File: config.mk
export PLATFORM = sky130hd
export DESIGN_NAME = main_mem_arbiter_flat
export DESIGN_NICKNAME = d
export VERILOG_FILES = /design/src/rtl/main_mem_arbiter_if.sv /design/src/rtl/main_mem_arbiter.sv /design/src/flat_wrapper.sv
export SDC_FILE = /design/constraint.sdc
export NUM_CORES = 1
export LEC_CHECK = 0
export CORE_AREA = 2 2 472 474
export CTS_CLUSTER_DIAMETER = 150
export DETAILED_ROUTE_END_ITERATION = 8
export DIE_AREA = 0 0 474 476
export PLACE_DENSITY = 0.3
export SLEW_MARGIN = 10
export SYNTH_ARGS = -nofsm -noshare
export SYNTH_HDL_FRONTEND = slang
export SYNTH_SLANG_ARGS = --single-unit
File: constraint.sdc
create_clock -name main_clk -period 2.2 [get_ports main_clk]
set_input_delay 0.33 -clock main_clk [delete_from_list [all_inputs] [get_ports main_clk]]
set_output_delay 0.33 -clock main_clk [all_outputs]
set_load 0.01 [all_outputs]
File: src/rtl/main_mem_arbiter_if.sv
// Main-memory port bundle: one transaction at a time,
// held stable by the master until the slave returns mem_ready.
interface main_mem_arbiter_if #(
  parameter int LINE_W = 512
) ();
  logic              mem_req;
  logic              mem_we;
  logic [31:0]       mem_addr;
  logic [31:0]       mem_wdata;
  logic              mem_ready;
  logic [LINE_W-1:0] mem_rdata;

  modport master (
    output mem_req,
    output mem_we,
    output mem_addr,
    output mem_wdata,
    input  mem_ready,
    input  mem_rdata
  );

  modport slave (
    input  mem_req,
    input  mem_we,
    input  mem_addr,
    input  mem_wdata,
    output mem_ready,
    output mem_rdata
  );
endinterface

File: src/rtl/main_mem_arbiter.sv
// Main-memory arbiter: write-back drain, data and program refill.
// Define MAIN_ARB_RR_EN for round-robin between DATA and PROG.
module main_mem_arbiter #(
  parameter int WB_BURST = 4,
  parameter int LINE_W   = 512
) (
  input  logic              main_clk,
  input  logic              rst_n,
  input  logic              is_req_f_prog,
  input  logic [17:0]       req_addr_f_prog,
  input  logic              is_req_f_data,
  input  logic [17:0]       req_addr_f_data,
  input  logic              fifo_empty,
  input  logic [31:0]       write_back_addr,
  input  logic [31:0]       write_back_data,
  output logic              wb_pop,
  main_mem_arbiter_if.master mem,
  output logic [LINE_W-1:0] line_data,
  output logic              prog_line_we,
  output logic              data_line_we,
  output logic              busy
);

  typedef enum logic [1:0] {
    IDLE,
    REQ,
    DONE
  } state_t;

  typedef enum logic [1:0] {
    G_NONE,
    G_WB,
    G_DATA,
    G_PROG
  } grant_t;

  localparam logic [3:0] BURST = 4'(WB_BURST);

  state_t     state;
  grant_t     grant;
  grant_t     pick;
  logic [2:0] wb_cnt;
  logic       wb_ok;
  logic       data_ok;
  logic       prog_ok;

`ifdef MAIN_ARB_RR_EN
  logic last_prog;
`endif

  // data refill waits for the write-back FIFO to drain
  assign wb_ok   = !fifo_empty &&
                   (({1'b0, wb_cnt} < BURST) || !is_req_f_prog);
  assign data_ok = is_req_f_data && fifo_empty;
  assign prog_ok = is_req_f_prog;

  always_comb begin
    pick = G_NONE;
`ifdef MAIN_ARB_RR_EN
    if (wb_ok)
      pick = G_WB;
    else if (data_ok && prog_ok)
      pick = last_prog ? G_DATA : G_PROG;
    else if (data_ok)
      pick = G_DATA;
    else if (prog_ok)
      pick = G_PROG;
`else
    if (wb_ok)
      pick = G_WB;
    else if (data_ok)
      pick = G_DATA;
    else if (prog_ok)
      pick = G_PROG;
`endif
  end

  always_ff @(posedge main_clk or negedge rst_n) begin
    if (!rst_n) begin
      state         <= IDLE;
      grant         <= G_NONE;
      wb_cnt        <= '0;
      busy          <= 1'b0;
      wb_pop        <= 1'b0;
      prog_line_we  <= 1'b0;
      data_line_we  <= 1'b0;
      line_data     <= '0;
      mem.mem_req   <= 1'b0;
      mem.mem_we    <= 1'b0;
      mem.mem_addr  <= '0;
      mem.mem_wdata <= '0;
`ifdef MAIN_ARB_RR_EN
      last_prog     <= 1'b1;
`endif
    end else begin
      wb_pop       <= 1'b0;
      prog_line_we <= 1'b0;
      data_line_we <= 1'b0;
      unique case (state)
        IDLE: begin
          if (fifo_empty)
            wb_cnt <= '0;
          if (pick != G_NONE) begin
            grant       <= pick;
            state       <= REQ;
            busy        <= 1'b1;
            mem.mem_req <= 1'b1;
            unique case (pick)
              G_WB: begin
                mem.mem_we    <= 1'b1;
                mem.mem_addr  <= write_back_addr;
                mem.mem_wdata <= write_back_data;
                if (wb_cnt != 3'd7)
                  wb_cnt <= wb_cnt + 3'd1;
              end
              G_DATA: begin
                mem.mem_we    <= 1'b0;
                mem.mem_addr  <= {8'b0, req_addr_f_data, 6'b0};
                mem.mem_wdata <= '0;
`ifdef MAIN_ARB_RR_EN
                last_prog     <= 1'b0;
`endif
              end
              G_PROG: begin
                mem.mem_we    <= 1'b0;
                mem.mem_addr  <= {8'b0, req_addr_f_prog, 6'b0};
                mem.mem_wdata <= '0;
                wb_cnt        <= '0;
`ifdef MAIN_ARB_RR_EN
                last_prog     <= 1'b1;
`endif
              end
              default: ;
            endcase
          end
        end
        REQ: begin
          if (mem.mem_ready) begin
            mem.mem_req <= 1'b0;
            state       <= DONE;
            if (!mem.mem_we)
              line_data <= mem.mem_rdata;
            unique case (1'b1)
              (grant == G_WB):   wb_pop       <= 1'b1;
              (grant == G_DATA): data_line_we <= 1'b1;
              (grant == G_PROG): prog_line_we <= 1'b1;
              default: ;
            endcase
          end
        end
        DONE: begin
          state <= IDLE;
          grant <= G_NONE;
          busy  <= 1'b0;
        end
        default: state <= IDLE;
      endcase
    end
  end

endmodule
File: src/flat_wrapper.sv
// flat-port wrapper written by rule: the top's interface ports become plain ports
module main_mem_arbiter_flat 
#(
  parameter int WB_BURST = 4,
  parameter int LINE_W   = 512
)
  (main_clk, rst_n, is_req_f_prog, req_addr_f_prog, is_req_f_data, req_addr_f_data, fifo_empty, write_back_addr, write_back_data, wb_pop, line_data, prog_line_we, data_line_we, busy, mem_mem_req, mem_mem_we, mem_mem_addr, mem_mem_wdata, mem_mem_ready, mem_mem_rdata);
  main_mem_arbiter_if #(.LINE_W(LINE_W)) mem_i ();
  input  logic main_clk;
  input  logic rst_n;
  input  logic is_req_f_prog;
  input  logic [17:0] req_addr_f_prog;
  input  logic is_req_f_data;
  input  logic [17:0] req_addr_f_data;
  input  logic fifo_empty;
  input  logic [31:0] write_back_addr;
  input  logic [31:0] write_back_data;
  output logic wb_pop;
  output logic [LINE_W-1:0] line_data;
  output logic prog_line_we;
  output logic data_line_we;
  output logic busy;
  output wire logic [$bits(mem_i.mem_req)-1:0] mem_mem_req;
  output wire logic [$bits(mem_i.mem_we)-1:0] mem_mem_we;
  output wire logic [$bits(mem_i.mem_addr)-1:0] mem_mem_addr;
  output wire logic [$bits(mem_i.mem_wdata)-1:0] mem_mem_wdata;
  input wire logic [$bits(mem_i.mem_ready)-1:0] mem_mem_ready;
  input wire logic [$bits(mem_i.mem_rdata)-1:0] mem_mem_rdata;
  assign mem_mem_req = mem_i.mem_req;
  assign mem_mem_we = mem_i.mem_we;
  assign mem_mem_addr = mem_i.mem_addr;
  assign mem_mem_wdata = mem_i.mem_wdata;
  assign mem_i.mem_ready = mem_mem_ready;
  assign mem_i.mem_rdata = mem_mem_rdata;
  main_mem_arbiter #(.WB_BURST(WB_BURST), .LINE_W(LINE_W)) u_core (.main_clk(main_clk), .rst_n(rst_n), .is_req_f_prog(is_req_f_prog), .req_addr_f_prog(req_addr_f_prog), .is_req_f_data(is_req_f_data), .req_addr_f_data(req_addr_f_data), .fifo_empty(fifo_empty), .write_back_addr(write_back_addr), .write_back_data(write_back_data), .wb_pop(wb_pop), .mem(mem_i), .line_data(line_data), .prog_line_we(prog_line_we), .data_line_we(data_line_we), .busy(busy));
endmodule
==> key figures <==
Run status
  – Status: finished, final reports clean

Floorplanning
  – Rows: 173
  – Initial Util: 0.102
  – Die span in y: around 480 µm
  – Count of boundary I/O pins: ~1.2k
  – Die X: between 400 and 500 µm
  – Die area: around 230000 µm²
  – Core box area: 221000 µm²

Finish
  – Area growth syn-to-layout: 84.7%
  – Area of the multi-input gates: 7040 µm²
  – Finished Cell Area: roughly 42000 µm²
  – Nets@finish: 3285
  – Fillcell total: between 20k and 25k
  – Final Core Density: 0.188
  – Reg area: approximately 15000 µm²
  – Layout cell share with drive strength beyond 1: 0.131

Setup path
  – Crit-path slowest cell: clkdlybuf4s50_1
  – Crit path capture type: primary output
  – CP arrival: roughly 1.8 ns
  – Worst R2R Path Depth: 6
  – Worst path depth: 1
  – Critical path's largest stage delay: between 0.7 and 0.8 ns
  – Critical path cell sequence: clkdlybuf4s50_1
  – CP top delay family: buffers and inverters
  – Startpoint class of the critical path: flop
  – Setup CP Type: reg -> out
  – WP data required: around 1.9 ns
  – CP bufs+invs: 1
  – Max FO, Critical Path: 2

STA
  – Setup Skew: roughly 0.024 ns
  – # setup viols final: 0
  – Worst-margin pin slew: approximately 0.55 ns
  – Max-Slew Margin vs Limit: 0.636
  – Max Slew Vio Count: 0
  – Fmax: ~470 MHz
  – RSZ-0062 raised after global routing: false
  – Final Critical Period: ~2.1 ns
  – Final critical-path share of the clock period: 0.958
  – Final hold viol count: 0
  – Final setup TNS: 0 ns
  – Final Hold Slack: ~0.13 ns

Synthesis
  – Warning count from the yosys run: 0
  – Synth top cells by count: 589 x dfrtp_1, 410 x mux2_1, 103 x mux2_2
  – Post-synth EDFFs: 0
  – Synth Area in Simple Gates: 0.0180
  – Synth area leader: dfrtp_1
  – Register area share after synthesis: 0.654
  – Post-synth ARST share: 1.00
  – Avg Cell Area, Syn: about 17 µm²
  – Synth cell types: 33
  – #FFs+latches synth: roughly 600
  – Netlist Area Pre-Place: between 20000 and 25000 µm²
  – Adder-Cell Fraction of Synth Area: 0.00111
  – Share of Yosys cell area claimed by the top area cell type: 0.654
  – Compound-gate portion of the synthesized area: 0.0364
  – Top-count cell post-synth: dfrtp_1
  – Dominant cells by area after synthesis: dfrtp_1 65%, mux2_1 21%, mux2_2 5.2%
  – Gate Count Post-Synth: 1361
  – Syn nets: between 1.5k and 2k
  – Proportion of synthesized area in mux cells: 0.257
  – Xor and xnor fraction of the mapped netlist area: 0
  – Main combinational cell family by area after synthesis: multiplexers
  – Most used DFF post-synth: dfrtp_1

Drt
  – TritonRoute pass-1 iters: 4
  – Avg WL per Cell: around 24 µm
  – Via/cell ratio: around 3.0
  – DR iter-0 viols: 453
  – Final WL: about 140 mm
  – Drc violations: 0
  – Detail Route Antenna Nets: 0
  – Vias: about 17k

Placed design
  – Area post-placement: 38800 µm²
  – Final Wtd Congestion: around 0.77
  – Port Buffer Count: ~1.2k
  – HPWL after detailed placement: roughly 110 mm

Pwr
  – Internal Power: 39400 µW
  – Clock power share: 0.235
  – Tot Pwr: roughly 60000 µW
  – VDD IR max: around 800 µV
  – Power per cell area: around 1400 nW/µm²
  – Pleak: ~0.016 µW
  – Psw: about 21000 µW
  – Flop pwr share: 0.322
  – Switch share: 0.346
  – Comb power frac: 0.443

Clock network
  – H-tree depth: 3
  – CTS clk-pin slew, worst paths: about 0.050 ns
  – Root Buffer: clkbuf_16
  – Clk_lat worst skew: approximately 0.7 ns
  – Clock buffer count from CTS: 86
  – CTS Buffer Depth: 3
  – CTS tree: built
  – Post-CTS Setup Bufs: 0
  – CTS sink count: 589

Global routing
  – Antenna violations before repair: 64
  – Largest net degree at the start of global routing: 80
  – Global-route wire length before repair: about 180 mm
  – Vias in the first global route: between 15k and 20k
  – Remaining global-route overflow: 0
  – Total track usage: 0.117

Worst hold path
  – Hold Path Class: in -> async

Run
  – MaxCap Viol Count: 0
[metal layers]
metal	routed length, µm	track usage	vias up
li1	-	-	7607
met1	50800	0.126	8514
met2	65100	0.196	858
met3	17900	0.0714	203
met4	2310	0.0230	76
met5	478	0	-
[layout by cell type (no fill, tap or decap), types with 2 or more instances in the layout]
master / n
a41oi_1: 8
and2_1: 2
bufinv_16: 5
nand3_1: 36
nand2_1: 4
clkbuf_1: 26
clkinv_8: 2
dlygate4sd2_1: 46
nand4_1: 18
diode_2: 16
dlymetal6s2s_1: 2
dfrtp_1: 589
ha_1: 2
nor3b_1: 2
a41oi_2: 10
buf_12: 41
clkinv_2: 9
clkdlybuf4s50_1: 1139
a21oi_1: 21
inv_1: 4
buf_4: 72
clkbuf_16: 89
clkbuf_8: 17
mux2_1: 410
mux2_2: 103
a22o_1: 48
inv_6: 3
[timing repair]
| action | in CTS | in global routing |
|---|---|---|
| hold endpoints to repair | 284 | 0 |
| hold buffers | 1 | 0 |
| resized for setup | 46 | 2 |
| endpoints found under the setup margin | 46 | 2 |
[sequential cells by signal, indices dropped and copies added (netlist names)]
| name | flops |
|---|---|
| u_core.grant | 2 |
| u_core.wb_cnt | 3 |
| u_core.mem.mem_addr | 32 |
| u_core.mem.mem_we | 1 |
| u_core.mem.mem_req | 1 |
| u_core.mem.mem_wdata | 32 |
| u_core.prog_line_we | 1 |
| u_core.state | 2 |
| u_core.data_line_we | 1 |
| u_core.line_data | 512 |
| u_core.wb_pop | 1 |
| u_core.busy | 1 |
[cell type report]
class / count / area share
timing repair buffer: 1302 / 0.318
multi-input combinational: 682 / 0.169
sequential: 589 / 0.354
antenna: 16 / 0.000963
tap: 2975 / 0.0895
inverter: 4 / 0.000361
clock buffer: 132 / 0.0615
clock inverter: 21 / 0.00650
[per-stage QoR]
step,std cells,setup WS (ns)
final,5721,0.0932
after global routing,5706,0.000923
after CTS,5705,0.00366
after detailed placement,5551,-0.0620
after global placement,5551,-0.0584
after floorplan,1361,0.517
[path summary, 6_finish.rpt]
| kind | start | to | slack, ns |
|---|---|---|---|
| min in group main_clk | mem_mem_rdata[233] | u_core.line_data[233]$_DFFE_PN0P_ | 0.24 |
| min | rst_n | u_core.line_data[338]$_DFFE_PN0P_ | 0.13 |
| min reg2reg | u_core.line_data[275]$_DFFE_PN0P_ | u_core.line_data[275]$_DFFE_PN0P_ | 0.48 |
| max in group asynchronous | rst_n | u_core.line_data[237]$_DFFE_PN0P_ | 1.14 |
| max reg2reg | u_core.state[1]$_DFFE_PN0P_ | u_core.line_data[428]$_DFFE_PN0P_ | 0.35 |
| max | u_core.line_data[468]$_DFFE_PN0P_ | line_data[468] | 0.09 |
[cells by family (layout without fill, tap and decap cells)]
kind of cell | Yosys count | count (layout)
buffers and inverters | 90 | 1459
flip-flops | 589 | 589
AND/OR/NAND/NOR | 72 | 72
other | 0 | 16
multiplexers | 513 | 513
adder cells (fa/ha/maj) | 2 | 2
AO/OA/AOI/OAI | 95 | 95
[power by group through the flow]
stage / sequential (µW) / clock, µW / combinational [µW]
after global placement: 19600 / 0 / 28000
final: 19400 / 14200 / 26700
after CTS: 19500 / 15000 / 27700
after global routing: 20200 / 15300 / 28600
after floorplan: 21700 / 0 / 6900
after detailed placement: 19700 / 0 / 27900
(Power assumes the default switching activity.)
==> RTL edit, RTL diff (same settings) <==
Make the reset (`rst_n`) synchronous in one clocked block.
--- a/src/rtl/main_mem_arbiter.sv
+++ b/src/rtl/main_mem_arbiter.sv
@@ -75,7 +75,7 @@
 `endif
   end
 
-  always_ff @(posedge main_clk or negedge rst_n) begin
+  always_ff @(posedge main_clk) begin
     if (!rst_n) begin
       state         <= IDLE;
       grant         <= G_NONE;
Formal check against the unedited RTL: not equivalent (Yosys sat finds a counterexample within 4 cycles, from zero or initial values and one cycle with rst_n low; the reset may be asserted at any time).
==> RTL edit against the original RTL <==
- clock skew decreased by 0.0057 ns
- synthesized area decreased by 7.2%
- sequential cell count unchanged
- final cell count increased by 20%
- critical path depth unchanged
- die area unchanged
- routed wire length increased by 3.7%
- setup slack improved by 0.031 ns
- final area decreased by 4.5%
- highest routed layer unchanged
Power is not compared: it rests on default switching activity, and its combinational part moved more than twofold at a synthesized area within 25%.
==> RTL edit: results (changes against the original RTL) <==
The maximum clock skew at final layout is 0.01874 ns (-0.005725 ns). The cell count after synthesis came out at 2575 (+89%). The area growth from synthesis to final layout came out at 90.10%. The proportion of synthesized chip area in sequential cells was 56.45% (-9.0 points). The detail-routed net length per standard cell is 20.70 um (-13%). The detailed placement HPWL came out at 113.8 mm (+1.0%). By count the netlist is led by sky130_fd_sc_hd__nand2_1, sky130_fd_sc_hd__dfxtp_1, sky130_fd_sc_hd__a21oi_1. The total wire length after detailed routing is 141.7 mm (+3.7%). The share of final-layout standard cells stronger than drive strength 1 was 7.519% (-5.6 points).

The maximum clock path buffer count is 3 (unchanged). The initial DRC count came out at 947 (+110%). The number of gates resized after CTS came out at 31 (-33%).

The post-placement cell area came out at 36800 um2 (-5.1%). The pin count of the biggest net entering global routing is 74 (-7.5%). The initial antenna violation count is 66 (+3.1%).

The total global-route track usage came out at 11.94% (+0.24 points). The final RePlAce weighted congestion is 0.7878 (+1.7%). The total clock buffers created by CTS is 85 (-1.2%). The transition time of the tightest slew-check pin is 0.8273 ns (+0.2786 ns). The largest stage delay on the critical path is 0.70 ns (-0.05 ns). The unique cell type count in the Yosys netlist came out at 34 (+3.0%). The data arrival at the endpoint of the critical path came to 1.75 ns (-0.03 ns). The first-pass GRT wire length is 188.3 mm (+5.2%). The synthesized design spends more area on one cell type than any other, namely sky130_fd_sc_hd__dfxtp_1. The placed cell count is 6676 (+20%). The async set-or-reset flop fraction in the synthesized netlist came out at 0% (-100 points). The number of nets in the final layout is 4408 (+34%). The synthesized net count came out at 3195 (+61%). The detailed-routing iteration count for the pre-antenna-repair pass came to 5 (+1). The flow ran to the end, and the final reports show no timing, DRC or antenna violations. The worst hold path belongs to the class in2reg.
RTL edit: changes by cell type in the layout (fill, tap and decap cells not counted), sizes merged, moves of 35 or more:
| cell | before | now |
|---|---|---|
| dfrtp | 589 | 0 |
| a21oi | 21 | 540 |
| nor2 | 2 | 55 |
| nand2 | 5 | 1044 |
| a22o | 48 | 0 |
| nand3 | 36 | 1 |
| o21ai | 2 | 40 |
| mux2 | 513 | 1 |
| dfxtp | 0 | 589 |
| a22oi | 0 | 47 |
RTL edit: cell type report:
cell class / instances / share of cell area (%)
repair buffers: 1329 / 33.74
clock inverters: 25 / 0.8255
multi-input cells: 1779 / 19.76
inverters: 4 / 0.05672
clock buffers: 131 / 6.472
well taps: 2975 / 9.374
flip-flops and latches: 589 / 29.71
diodes: 10 / 0.06302
RTL edit: cells by family (layout without fill, tap and decap cells):
kind of cell    count (synthesis)  count (layout)  share of synthesized area (%)
compound gates                663             663                          17.08
buf+inv                       207            1489                          6.062
flops                         589             589                          56.45
simple gates                 1113            1113                          20.23
other cells                     0              10                              0
mux                             1               1                        0.05390
fa+ha+maj                       2               2                         0.1198
RTL edit: power by group:
part           switching [uW]  leakage [uW]  internal, uW
Combinational            2260       0.00728          2470
Sequential                332       0.00479         11200
Clock                    5750       0.00143          8660
RTL edit: path summary, 6_finish.rpt:
path                         startpoint               endpoint  slack [ns]
setup / recovery  u_core.line_data[272]         line_data[272]        0.12
hold / removal       mem_mem_rdata[110]  u_core.line_data[110]        0.18
setup reg to reg        u_core.state[0]  u_core.line_data[329]        0.40
hold reg to reg   u_core.line_data[417]  u_core.line_data[417]        0.45
RTL edit: metal layers:
metal | routed length (um) | GRT usage (%) | up-vias
li1 | - | - | 10908
met1 | 53980 | 12.81 | 10294
met2 | 65670 | 19.67 | 900
met4 | 2608 | 2.570 | 84
met5 | 541 | 0 | -
met3 | 18850 | 7.596 | 194
RTL edit: metrics by stage:
step	setup TNS, ns	worst slack [ns]
after floorplan	0	0.7363
after global placement	-0.07966	-0.03545
after detailed placement	-0.3821	-0.07676
after CTS	0	0.0006284
after global routing	0	0.004510
final	0	0.1238
